`src/rtl/dl_pkg.sv`:
```
// Shared width defaults for the dl_* execute-stage shared units.
package dl_pkg;
  localparam int DL_NUM_BITS = 32;
  localparam int DL_NUM_REQ  = 4;
endpackage

```
`src/rtl/dl_rr_arb.sv`:
```
// Round-robin grant with a rotating priority pointer; only the winner moves it.
module dl_rr_arb
  import dl_pkg::*;
#(
  parameter int N = DL_NUM_REQ
) (
  input  logic         clk,
  input  logic         rst,
  input  logic [N-1:0] req,
  input  logic         en,
  output logic [N-1:0] gnt
);
  localparam int IW = $clog2(N);

  logic [IW-1:0] r_ptr;
  logic [IW-1:0] w_win;
  logic [IW-1:0] w_cand;
  logic [IW-1:0] w_nxt;
  logic          w_hit;

  // Scan ptr, ptr+1, ... with wrap; first asserted request wins.
  always_comb begin
    gnt    = '0;
    w_win  = '0;
    w_cand = '0;
    w_hit  = 1'b0;
    for (int k = 0; k < N; k++) begin
      w_cand = IW'((int'(r_ptr) + k) % N);
      if (!w_hit && req[w_cand]) begin
        w_hit = 1'b1;
        w_win = w_cand;
      end
    end
    if (en && !rst && w_hit) gnt[w_win] = 1'b1;
  end

  assign w_nxt = (w_win == IW'(N - 1)) ? '0 : w_win + 1'b1;

  always_ff @(posedge clk or posedge rst) begin
    if (rst)       r_ptr <= '0;
    else if (|gnt) r_ptr <= w_nxt;
  end
endmodule

```
`src/rtl/dl_rshift_a.sv`:
```
// Combinational arithmetic right shifter; sign is bit NUM_BITS-1.
module dl_rshift_a
  import dl_pkg::*;
#(
  parameter int NUM_BITS       = DL_NUM_BITS,
  parameter int NUM_SHIFT_BITS = $clog2(NUM_BITS)
) (
  input  logic [NUM_BITS-1:0]       i_data,
  input  logic [NUM_SHIFT_BITS-1:0] i_shamt,
  output logic [NUM_BITS-1:0]       o_data
);
  assign o_data = $unsigned($signed(i_data) >>> i_shamt);
endmodule

```
`src/rtl/dl_rshift_arb.sv`:
```
// Arbitrated access to one shared arithmetic right shifter with a single-entry
// registered valid/ready response.
module dl_rshift_arb
  import dl_pkg::*;
#(
  parameter int NUM_BITS = DL_NUM_BITS,
  parameter int NUM_REQ  = DL_NUM_REQ,
  localparam int NUM_SHIFT_BITS = $clog2(NUM_BITS),
  localparam int ID_BITS        = $clog2(NUM_REQ)
) (
  input  logic                              clk,
  input  logic                              rst,
  input  logic [NUM_REQ-1:0]                req_val,
  output logic [NUM_REQ-1:0]                req_rdy,
  input  logic [NUM_REQ*NUM_BITS-1:0]       req_data,
  input  logic [NUM_REQ*NUM_SHIFT_BITS-1:0] req_shamt,
  output logic                              resp_val,
  input  logic                              resp_rdy,
  output logic [NUM_BITS-1:0]               resp_data,
  output logic [ID_BITS-1:0]                resp_id
);
  logic                      r_val;
  logic [NUM_BITS-1:0]       r_data;
  logic [ID_BITS-1:0]        r_id;

  logic                      w_can_accept;
  logic [NUM_REQ-1:0]        w_gnt;
  logic                      w_xfer;
  logic [NUM_BITS-1:0]       w_opd;
  logic [NUM_SHIFT_BITS-1:0] w_sh;
  logic [ID_BITS-1:0]        w_id;
  logic [NUM_BITS-1:0]       w_res;

  // Draining and reloading on the same edge keeps throughput at one per cycle.
  assign w_can_accept = !r_val || resp_rdy;

  dl_rr_arb #(.N(NUM_REQ)) u_arb (
    .clk (clk),
    .rst (rst),
    .req (req_val),
    .en  (w_can_accept),
    .gnt (w_gnt)
  );

  // Grant is one-hot on an asserted request, so any grant is a transfer.
  assign w_xfer = |w_gnt;

  always_comb begin
    w_opd = '0;
    w_sh  = '0;
    w_id  = '0;
    for (int i = 0; i < NUM_REQ; i++) begin
      if (w_gnt[i]) begin
        w_opd = w_opd | req_data[i*NUM_BITS +: NUM_BITS];
        w_sh  = w_sh  | req_shamt[i*NUM_SHIFT_BITS +: NUM_SHIFT_BITS];
        w_id  = w_id  | ID_BITS'(i);
      end
    end
  end

  dl_rshift_a #(.NUM_BITS(NUM_BITS), .NUM_SHIFT_BITS(NUM_SHIFT_BITS)) u_shift (
    .i_data  (w_opd),
    .i_shamt (w_sh),
    .o_data  (w_res)
  );

  always_ff @(posedge clk or posedge rst) begin
    if (rst) begin
      r_val  <= 1'b0;
      r_data <= '0;
      r_id   <= '0;
    end else if (w_xfer) begin
      r_val  <= 1'b1;
      r_data <= w_res;
      r_id   <= w_id;
    end else if (resp_rdy) begin
      r_val  <= 1'b0;
    end
  end

  assign req_rdy   = w_gnt;
  assign resp_val  = r_val;
  assign resp_data = r_data;
  assign resp_id   = r_id;
endmodule
```
`config.mk`:
```
export PLATFORM = sky130hd
export DESIGN_NAME = dl_rshift_arb
export DESIGN_NICKNAME = d
export VERILOG_FILES = /design/src/rtl/dl_pkg.sv /design/src/rtl/dl_rr_arb.sv /design/src/rtl/dl_rshift_a.sv /design/src/rtl/dl_rshift_arb.sv
export SDC_FILE = /design/constraint.sdc
export NUM_CORES = 1
export LEC_CHECK = 0
export CORE_ASPECT_RATIO = 1.2
export CORE_UTILIZATION = 46
export CTS_BUF_LIST = sky130_fd_sc_hd__clkbuf_4 sky130_fd_sc_hd__clkbuf_8
export DETAILED_ROUTE_END_ITERATION = 8
export PLACE_DENSITY = 0.95
export SLEW_MARGIN = 5
export SYNTH_ARGS = -nofsm -noshare
export SYNTH_HDL_FRONTEND = slang
export SYNTH_SLANG_ARGS = --single-unit
```
`constraint.sdc`:
```
create_clock -name clk -period 5.9 [get_ports clk]
set_input_delay 1.77 -clock clk [delete_from_list [all_inputs] [get_ports clk]]
set_output_delay 1.77 -clock clk [all_outputs]
set_load 0.005 [all_outputs]
```
==> impl_metrics.prom, run 1 <==
# TYPE chip_impl_metric gauge
chip_impl_metric{name="globalRouteTotalUtil",unit=""} 0.3867
chip_impl_metric{name="setup_viol_count_final",unit=""} 0
chip_impl_metric{name="antennaDiodeCount",unit=""} 0
chip_impl_metric{name="std_cell_rows",unit=""} 37
chip_impl_metric{name="grtUsageMet3",unit=""} 0.05795
chip_impl_metric{name="syn_inst",unit=""} 568
chip_impl_info{name="status",value="completed"} 1
chip_impl_metric{name="drt_total_wl",unit="µm"} 17750
chip_impl_metric{name="worst_skew_pair_latency",unit="ns"} 0.29
chip_impl_metric{name="static_leak",unit="nW"} 2.485
chip_impl_metric{name="timing.max_cap.violations",unit=""} 0
chip_impl_metric{name="cts_buffers",unit=""} 5
chip_impl_metric{name="synth.yosys.warnings",unit=""} 0
chip_impl_metric{name="share_of_layout_cells_above_drive_strength_1",unit=""} 0.07507
chip_impl_metric{name="synth_enable_flop_cells",unit=""} 0
chip_impl_metric{name="p_int",unit="mW"} 1.406
chip_impl_metric{name="p_per_cell_area",unit="nW/µm²"} 436.3
chip_impl_metric{name="dieArea",unit="µm²"} 9360
chip_impl_metric{name="pwr-share-clk",unit=""} 0.085
chip_impl_metric{name="drt_iter0_markers",unit=""} 667
chip_impl_info{name="top_usage_layer",value="met2"} 1
chip_impl_metric{name="worstMarginPinSlew",unit="ns"} 0.8213
chip_impl_metric{name="place_congestion",unit=""} 1.079
chip_impl_metric{name="fmax",unit="GHz"} 0.1735
chip_impl_metric{name="drc_errors",unit=""} 0
chip_impl_metric{name="place.port_buffers",unit=""} 193
chip_impl_metric{name="grt_use_met1",unit=""} 0.4738
chip_impl_metric{name="worst-endpoint-required",unit="ns"} 4.13
chip_impl_metric{name="n_fill_cell",unit=""} 707
chip_impl_metric{name="rr_worst_depth",unit=""} 13
chip_impl_metric{name="finalMaxSlewViolations",unit=""} 0
chip_impl_info{name="layout.cells.most_common_list",value="sky130_fd_sc_hd__clkdlybuf4s50_1 (193), sky130_fd_sc_hd__nand2_1 (98), sky130_fd_sc_hd__a22oi_1 (77), sky130_fd_sc_hd__nand3_1 (42), sky130_fd_sc_hd__o21ai_0 (42)"} 1
chip_impl_metric{name="remaining_antenna_violation_count_after_routing",unit=""} 0
chip_impl_metric{name="sw_frac_of_total",unit=""} 0.4884
chip_impl_metric{name="cts_sinks",unit=""} 37
chip_impl_metric{name="seq_power_share",unit=""} 0.169
chip_impl_metric{name="yosysUniqueCellTypes",unit=""} 53
chip_impl_metric{name="place_hpwl",unit="µm"} 14180
chip_impl_metric{name="final_hold_viol_count",unit=""} 0
chip_impl_metric{name="final_min_period_over_clock_period",unit=""} 0.9768
chip_impl_info{name="cts-root-buf",value="sky130_fd_sc_hd__clkbuf_8"} 1
chip_impl_metric{name="layout.core_utilization",unit=""} 0.7279
chip_impl_metric{name="num_vias",unit=""} 5626
chip_impl_metric{name="final_cells",unit=""} 863
chip_impl_metric{name="detailed_router_iteration_count_before_antenna_repair",unit=""} 6
chip_impl_metric{name="mappedNetlistNets",unit=""} 727
chip_impl_info{name="criticalPathCategory",value="in2out"} 1
chip_impl_metric{name="finalCriticalPeriod",unit="ns"} 5.763
chip_impl_metric{name="die_height",unit="µm"} 105.8
chip_impl_metric{name="route.detailed.wl_per_inst",unit="µm"} 20.57
chip_impl_metric{name="dp_cells",unit=""} 855
chip_impl_info{name="worstSetupEndpointType",value="output pin"} 1
chip_impl_metric{name="h-tree-depth",unit=""} 2
chip_impl_metric{name="grt_first_pass_wirelength",unit="µm"} 28310
chip_impl_metric{name="grt_pass1_vias",unit=""} 5533
chip_impl_metric{name="critPathArrivalTime",unit="ns"} 3.99
chip_impl_metric{name="pin_count_of_the_biggest_net_entering_global_routing",unit=""} 68
chip_impl_metric{name="starting_density",unit=""} 0.4769
chip_impl_metric{name="chipWidth",unit="µm"} 88.49
chip_impl_info{name="ys.flop_type",value="sky130_fd_sc_hd__dfrtp_1"} 1
chip_impl_metric{name="grt.overflow.total",unit=""} 0
chip_impl_metric{name="clock_tree.buffer_depth",unit=""} 2
chip_impl_metric{name="viasPerCell",unit=""} 6.519
chip_impl_info{name="critPathLaunchType",value="input pin"} 1
chip_impl_metric{name="area_growth",unit="%"} 52.61
chip_impl_metric{name="hold_slack",unit="ns"} 0.4821
chip_impl_metric{name="seq_area_frac_synth",unit=""} 0.2242
chip_impl_metric{name="initial_antenna_violation_count",unit=""} 0
chip_impl_metric{name="ioPinCount",unit=""} 194
chip_impl_metric{name="maxSlewHeadroom",unit=""} 0.4467
chip_impl_metric{name="synth-async-reset-ratio",unit=""} 1.000
chip_impl_metric{name="power.share.combinational",unit=""} 0.746
chip_impl_info{name="worstHoldPathType",value="reg2reg"} 1
chip_impl_metric{name="average_size_of_a_mapped_cell",unit="µm²"} 7.269
chip_impl_metric{name="hold_depth",unit=""} 2
chip_impl_metric{name="core_region_area",unit="µm²"} 8657
chip_impl_info{name="rsz0062_at_grt",value="no"} 1
chip_impl_metric{name="switchingPower",unit="mW"} 1.343
chip_impl_metric{name="critical_path.max_fanout",unit=""} 5
chip_impl_metric{name="synth_seq_cells",unit=""} 37
chip_impl_metric{name="gr-usage-met2",unit=""} 0.6451
chip_impl_metric{name="peak_vdd_ir",unit="mV"} 0.1753
chip_impl_info{name="layout_commonest_cell",value="sky130_fd_sc_hd__clkdlybuf4s50_1"} 1
chip_impl_metric{name="setup_tns",unit="ns"} 0
chip_impl_metric{name="fin_worst_skew",unit="ns"} 0.005405
chip_impl_metric{name="design.final.nets",unit=""} 904
chip_impl_info{name="tritoncts",value="yes"} 1
chip_impl_metric{name="clock_pin_slew_worst_setup_and_hold_paths",unit="ns"} 0.07
chip_impl_metric{name="syn-cell-area",unit="µm²"} 4129
chip_impl_metric{name="ctsHoldBuffers",unit=""} 0
==> kinds of logic (layout without fill, tap and decap cells) <==
family	after synthesis	count (layout)	synth area share
compound gates	238	238	0.3973
mux	30	30	0.07970
fa+ha+maj	4	4	0.01212
flops	37	37	0.2242
simple gates	208	208	0.2285
buf+inv	51	229	0.05818
==> worst max-delay path, cell delays in order <==
cell,delay (ns)
sky130_fd_sc_hd__clkdlybuf4s50_1,0.51
sky130_fd_sc_hd__mux2i_1,0.20
sky130_fd_sc_hd__nor2_1,0.06
sky130_fd_sc_hd__nor3_1,0.43
sky130_fd_sc_hd__inv_1,0.14
sky130_fd_sc_hd__ha_1,0.27
sky130_fd_sc_hd__and2_1,0.15
sky130_fd_sc_hd__clkdlybuf4s50_1,0.46
==> cell usage after synthesis (3+ instances only) <==
master / number / area (µm²)
sky130_fd_sc_hd__nand2_1: 98 / 367.9
sky130_fd_sc_hd__a22oi_1: 77 / 578.1
sky130_fd_sc_hd__nand3_1: 42 / 210.2
sky130_fd_sc_hd__o21ai_0: 42 / 210.2
sky130_fd_sc_hd__nor2_1: 41 / 153.9
sky130_fd_sc_hd__dfrtp_1: 37 / 925.9
sky130_fd_sc_hd__a21oi_1: 27 / 135.1
sky130_fd_sc_hd__mux2i_1: 19 / 190.2
sky130_fd_sc_hd__buf_2: 18 / 90.09
sky130_fd_sc_hd__o211ai_1: 17 / 127.6
sky130_fd_sc_hd__clkbuf_1: 14 / 52.55
sky130_fd_sc_hd__o22ai_1: 11 / 68.82
sky130_fd_sc_hd__buf_1: 10 / 37.54
sky130_fd_sc_hd__o21a_1: 10 / 75.07
sky130_fd_sc_hd__mux2_2: 9 / 101.4
sky130_fd_sc_hd__a211oi_1: 7 / 52.55
sky130_fd_sc_hd__a221o_1: 7 / 70.07
sky130_fd_sc_hd__a221oi_1: 7 / 61.31
sky130_fd_sc_hd__o21ai_1: 7 / 35.03
sky130_fd_sc_hd__and2_1: 6 / 37.54
sky130_fd_sc_hd__a22o_1: 5 / 43.79
sky130_fd_sc_hd__nor3_1: 5 / 25.02
sky130_fd_sc_hd__a211o_1: 4 / 35.03
sky130_fd_sc_hd__ha_1: 4 / 50.05
sky130_fd_sc_hd__inv_1: 4 / 15.01
sky130_fd_sc_hd__nand2_2: 4 / 25.02
sky130_fd_sc_hd__buf_4: 3 / 22.52
sky130_fd_sc_hd__o22a_1: 3 / 26.28
==> sequential cells by signal, summed over array words and instances, names as in the netlist <==
signal and count:
resp_data 32, resp_id 2, u_arb.r_ptr 2, resp_val 1
==> per-layer routing <==
metal,part of all wire,vias to the layer above
li1,-,2525
met1,0.37,2571
met2,0.49,441
met3,0.092,89
met4,0.053,0
met5,0,-
==> layout make-up <==
class | count | area, µm² | area share
timing repair buffer | 217 | 2125 | 0.3372
multi-input combinational | 480 | 2969 | 0.4712
clock buffer | 7 | 90.09 | 0.01430
clock inverter | 1 | 30.03 | 0.004766
sequential | 37 | 925.9 | 0.1469
tap | 117 | 146.4 | 0.02323
inverter | 4 | 15.01 | 0.002383
==> metrics by stage <==
step	total power [mW]	instance area (µm²)	worst slack, ns
finish	2.749	6301	0.1370
global route	2.929	6301	0.04044
CTS	2.689	6295	0.1411
detailed placement	2.451	6175	0.07428
global placement	2.393	6175	0.2697
floorplan	1.672	4129	0.9870
==> final timing paths <==
kind,slack [ns],to,startpoint
setup / recovery,0.14,req_rdy[2],req_val[0]
hold / removal,0.48,resp_data[31]$_DFFE_PP0P_,resp_data[31]$_DFFE_PP0P_
setup reg to reg,1.80,resp_data[19]$_DFFE_PP0P_,u_arb.r_ptr[1]$_DFFE_PP0P_
hold reg to reg,0.48,resp_data[31]$_DFFE_PP0P_,resp_data[31]$_DFFE_PP0P_
max in group asynchronous,3.55,resp_data[13]$_DFFE_PP0P_,rst
min in group asynchronous,2.02,u_arb.r_ptr[0]$_DFFE_PP0P_,rst
==> timing repair <==
item,4_1_cts,5_1_grt
setup buffers,0,0
gates resized for setup,0,1
endpoints found under the setup margin,0,1
==> power groups by stage <==
stage | Sequential, mW | Combinational [mW] | Clock, mW
floorplan | 0.462 | 1.21 | 0
CTS | 0.463 | 2.00 | 0.231
global route | 0.477 | 2.21 | 0.241
detailed placement | 0.466 | 1.99 | 0
finish | 0.464 | 2.05 | 0.233
global placement | 0.460 | 1.93 | 0
(Power assumes the default switching activity.)
==> run 2: changes to the inputs <==
Settings changed: CORE_UTILIZATION 46 to 49, SYNTH_HIERARCHICAL set to 1.
==> run 2 against run 1 <==
Core utilization grew 1.9 points. Sequential power fell by 11%. Routed wire length shrank 2.3%. Clock power shrank 24%. Clock-buffer cell count fell by 2. Worst setup slack improved by 0.033 ns. First-iteration DRC count is 29% lower. Die area increased by 7.2%. Synthesized cell count is 9.9% lower. Cell area is 9.3% higher. Non-clock buffer count is 11 higher. Clock skew is 0.0046 ns higher. Critical path type unchanged. Critical endpoint is now req_rdy[0]. Largest cell class unchanged. Largest power group unchanged.
==> impl_metrics.prom, run 2 <==
# TYPE chip_impl_metric gauge
chip_impl_info{name="timing.critical_path.max_delay_family",value="buffers and inverters"} 1
chip_impl_metric{name="synth-compound-area-share",unit=""} 0.2620
chip_impl_metric{name="pwr-share-clk",unit=""} 0.063
chip_impl_metric{name="die_height",unit="µm"} 109.6
chip_impl_metric{name="antennaDiodeCount",unit=""} 0
chip_impl_metric{name="mappedNetlistNets",unit=""} 671
chip_impl_metric{name="globalRouteTotalUtil",unit=""} 0.3536
chip_impl_metric{name="grt_first_pass_wirelength",unit="µm"} 27910
chip_impl_info{name="worstSetupEndpointType",value="output pin"} 1
chip_impl_metric{name="seq_power_share",unit=""} 0.147
chip_impl_metric{name="yosys.area_share.xor_xnor",unit=""} 0
chip_impl_info{name="tritoncts",value="yes"} 1
chip_impl_metric{name="place_hpwl",unit="µm"} 13870
chip_impl_metric{name="clock_tree.buffer_depth",unit=""} 2
chip_impl_metric{name="clock_pin_slew_worst_setup_and_hold_paths",unit="ns"} 0.08
chip_impl_metric{name="post_dp_cell_area",unit="µm²"} 6799
chip_impl_metric{name="layout.core_utilization",unit=""} 0.7465
chip_impl_metric{name="drt_iter0_markers",unit=""} 472
chip_impl_metric{name="cp_slowest_stage_delay",unit="ns"} 0.59
chip_impl_metric{name="syn_inst",unit=""} 512
chip_impl_metric{name="worst_skew_pair_latency",unit="ns"} 0.30
chip_impl_metric{name="synth.yosys.warnings",unit=""} 6
chip_impl_metric{name="std_cell_rows",unit=""} 38
chip_impl_metric{name="n_fill_cell",unit=""} 666
chip_impl_metric{name="finalCriticalPeriod",unit="ns"} 5.730
chip_impl_metric{name="final-seq-area",unit="µm²"} 925.9
chip_impl_info{name="post_synth_most_frequent_cells",value="sky130_fd_sc_hd__a22oi_1 (76), sky130_fd_sc_hd__nand2_1 (75), sky130_fd_sc_hd__mux2_2 (43)"} 1
chip_impl_metric{name="finalMaxSlewViolations",unit=""} 0
chip_impl_metric{name="syn-cell-area",unit="µm²"} 4723
chip_impl_metric{name="largest_register_ff_count",unit=""} 32
chip_impl_metric{name="grt.overflow.total",unit=""} 0
chip_impl_metric{name="static_leak",unit="nW"} 2.833
chip_impl_metric{name="final_min_period_over_clock_period",unit=""} 0.9712
chip_impl_metric{name="sw_frac_of_total",unit=""} 0.4600
chip_impl_metric{name="dieArea",unit="µm²"} 10040
chip_impl_metric{name="starting_density",unit=""} 0.5121
chip_impl_metric{name="cts-resized-gates",unit=""} 0
chip_impl_info{name="synthTopCellsByArea",value="sky130_fd_sc_hd__dfrtp_1 (20%), sky130_fd_sc_hd__mux4_2 (15%), sky130_fd_sc_hd__a22oi_1 (12%)"} 1
chip_impl_metric{name="pin_count_of_the_biggest_net_entering_global_routing",unit=""} 35
chip_impl_metric{name="synthSimpleGateAreaFrac",unit=""} 0.1380
chip_impl_metric{name="cts_buffers",unit=""} 5
chip_impl_metric{name="chipWidth",unit="µm"} 91.63
chip_impl_metric{name="fin_worst_skew",unit="ns"} 0.01001
chip_impl_metric{name="core_region_area",unit="µm²"} 9224
chip_impl_metric{name="setup_viol_count_final",unit=""} 0
chip_impl_metric{name="worst-endpoint-required",unit="ns"} 4.13
chip_impl_metric{name="place.port_buffers",unit=""} 193
chip_impl_info{name="worstHoldPathType",value="reg2reg"} 1
chip_impl_metric{name="route.detailed.wl_per_inst",unit="µm"} 21.24
chip_impl_metric{name="remaining_antenna_violation_count_after_routing",unit=""} 0
chip_impl_metric{name="average_size_of_a_mapped_cell",unit="µm²"} 9.225
chip_impl_metric{name="synth-async-reset-ratio",unit=""} 1.000
chip_impl_metric{name="grt_pass1_vias",unit=""} 5375
chip_impl_info{name="cpMaxStageDelayCell",value="sky130_fd_sc_hd__clkdlybuf4s50_1"} 1
chip_impl_info{name="crit_path_cell_trace",value="clkdlybuf4s50_1 > a21oi_1 > o21a_1 > o22ai_1 > ha_1 > and3_2 > clkdlybuf4s50_1"} 1
chip_impl_metric{name="initial_antenna_violation_count",unit=""} 0
chip_impl_metric{name="seq_area_frac_synth",unit=""} 0.1960
chip_impl_metric{name="fmax",unit="GHz"} 0.1745
chip_impl_metric{name="synth.mux.area_fraction",unit=""} 0.3298
chip_impl_metric{name="cts_sinks",unit=""} 37
chip_impl_metric{name="synth_enable_flop_cells",unit=""} 0
chip_impl_info{name="layout.cells.most_common_list",value="sky130_fd_sc_hd__clkdlybuf4s50_1 (193), sky130_fd_sc_hd__a22oi_1 (76), sky130_fd_sc_hd__nand2_1 (73), sky130_fd_sc_hd__mux2_2 (43), sky130_fd_sc_hd__dfrtp_1 (37)"} 1
chip_impl_metric{name="postCtsSetupBuffers",unit=""} 0
chip_impl_metric{name="power.share.combinational",unit=""} 0.791
chip_impl_info{name="critPathLaunchType",value="input pin"} 1
chip_impl_metric{name="multi_input_comb_area",unit="µm²"} 3502
chip_impl_metric{name="place_congestion",unit=""} 1.044
chip_impl_metric{name="synth_top_area_frac",unit=""} 0.1960
chip_impl_metric{name="ioPinCount",unit=""} 194
chip_impl_info{name="critical_path.most_common_cell",value="sky130_fd_sc_hd__clkdlybuf4s50_1"} 1
chip_impl_metric{name="yosysUniqueCellTypes",unit=""} 57
chip_impl_metric{name="num_vias",unit=""} 5399
chip_impl_metric{name="p_int",unit="mW"} 1.519
chip_impl_info{name="ys.flop_type",value="sky130_fd_sc_hd__dfrtp_1"} 1
chip_impl_metric{name="viasPerCell",unit=""} 6.608
chip_impl_metric{name="postLayoutCellArea",unit="µm²"} 6885
chip_impl_info{name="layout_commonest_cell",value="sky130_fd_sc_hd__clkdlybuf4s50_1"} 1
chip_impl_metric{name="design.final.nets",unit=""} 855
chip_impl_metric{name="switchingPower",unit="mW"} 1.294
chip_impl_metric{name="maxSlewHeadroom",unit=""} 0.4816
chip_impl_info{name="criticalPathCategory",value="in2out"} 1
chip_impl_info{name="rsz0062_at_grt",value="no"} 1
chip_impl_metric{name="worstMarginPinSlew",unit="ns"} 0.7747
chip_impl_metric{name="ctsHoldBuffers",unit=""} 0
chip_impl_metric{name="drc_errors",unit=""} 0
chip_impl_metric{name="share_of_layout_cells_above_drive_strength_1",unit=""} 0.1951
chip_impl_metric{name="detailed_router_iteration_count_before_antenna_repair",unit=""} 8
chip_impl_metric{name="final_hold_viol_count",unit=""} 0
chip_impl_metric{name="area_growth",unit="%"} 45.77
chip_impl_metric{name="path_buf_inv",unit=""} 2
chip_impl_metric{name="h-tree-depth",unit=""} 2
chip_impl_metric{name="yosys.area_share.adder",unit=""} 0.01060
chip_impl_metric{name="critical_path.max_fanout",unit=""} 12
chip_impl_metric{name="synth_seq_cells",unit=""} 37
chip_impl_info{name="main_combinational_cell_family_by_area_after_synthesis",value="multiplexers"} 1
chip_impl_info{name="synth_largest_area_cell",value="sky130_fd_sc_hd__dfrtp_1"} 1
chip_impl_metric{name="timing.max_cap.violations",unit=""} 0
chip_impl_info{name="cts-root-buf",value="sky130_fd_sc_hd__clkbuf_8"} 1
chip_impl_info{name="most_frequent_cell_after_synthesis",value="sky130_fd_sc_hd__a22oi_1"} 1
chip_impl_metric{name="p_per_cell_area",unit="nW/µm²"} 408.5
chip_impl_metric{name="critPathArrivalTime",unit="ns"} 3.96
chip_impl_metric{name="setup_tns",unit="ns"} 0
chip_impl_metric{name="drt_total_wl",unit="µm"} 17350
chip_impl_metric{name="peak_vdd_ir",unit="mV"} 0.2284
chip_impl_info{name="status",value="completed"} 1
run 2: cell types whose count changed in the layout (fill, tap and decap cells not counted), moves of 23 or more:
cell,delta
sky130_fd_sc_hd__nor2_1,-23
sky130_fd_sc_hd__nand2_1,-25
sky130_fd_sc_hd__o21ai_0,-31
sky130_fd_sc_hd__mux2_2,+34
sky130_fd_sc_hd__nand3_1,-35
sky130_fd_sc_hd__mux4_2,+30
run 2: path summary, 6_finish.rpt:
kind                                             from                        end  slack (ns)  cells past startpoint
min in group asynchronous                         rst     resp_id[0]$_DFFE_PP0P_        1.67                      2
min reg2reg                    resp_id[1]$_DFFE_PP0P_     resp_id[1]$_DFFE_PP0P_        0.50                      1
max reg2reg                u_arb/r_ptr[1]$_DFFE_PP0P_  resp_data[13]$_DFFE_PP0P_        1.86                     12
max                                        req_val[0]                 req_rdy[0]        0.17                      7
min                            resp_id[1]$_DFFE_PP0P_     resp_id[1]$_DFFE_PP0P_        0.50                      1
max in group asynchronous                         rst   resp_data[8]$_DFFE_PP0P_        3.61                      3
run 2: cells by family after synthesis:
| group | after synthesis |
|---|---|
| flops | 37 |
| compound gates | 164 |
| mux | 110 |
| fa+ha+maj | 4 |
| buf+inv | 58 |
| simple gates | 139 |
run 2: through the flow:
step | hold slack [ns] | power, mW | cells | worst slack [ns]
after detailed placement | 0.4802 | 2.582 | 809 | 0.2070
after global routing | 0.5284 | 2.971 | 817 | 0.1121
after floorplan | 0.4844 | 1.847 | 512 | 1.029
after CTS | 0.4982 | 2.766 | 817 | 0.2235
after global placement | 0.4700 | 2.528 | 809 | 0.2982
final | 0.4959 | 2.812 | 817 | 0.1697
run 2: power groups by stage:
stage / registers, mW / logic [mW] / clock network [mW]
5_1_grt: 0.423 / 2.36 / 0.190
3_3_place_gp: 0.410 / 2.12 / 0
6_report: 0.412 / 2.22 / 0.177
2_1_floorplan: 0.412 / 1.43 / 0
3_5_place_dp: 0.417 / 2.16 / 0
4_1_cts: 0.413 / 2.18 / 0.178
run 2: final cells by class:
type                       count  area share
inverter                       7    0.003816
tap                          120     0.02181
clock buffer                   5    0.009995
timing repair buffer         228      0.3187
multi-input combinational    417      0.5086
clock inverter                 3    0.002544
sequential                    37      0.1345
run 2: layer usage:
layer  up-vias  wire [µm]  GRT usage
li1       2380          -          -
met1      2601       6776     0.4476
met2       357       8626     0.6273
met3        61       1325    0.04219
met4         0        623     0.1190
met5         -          0          0
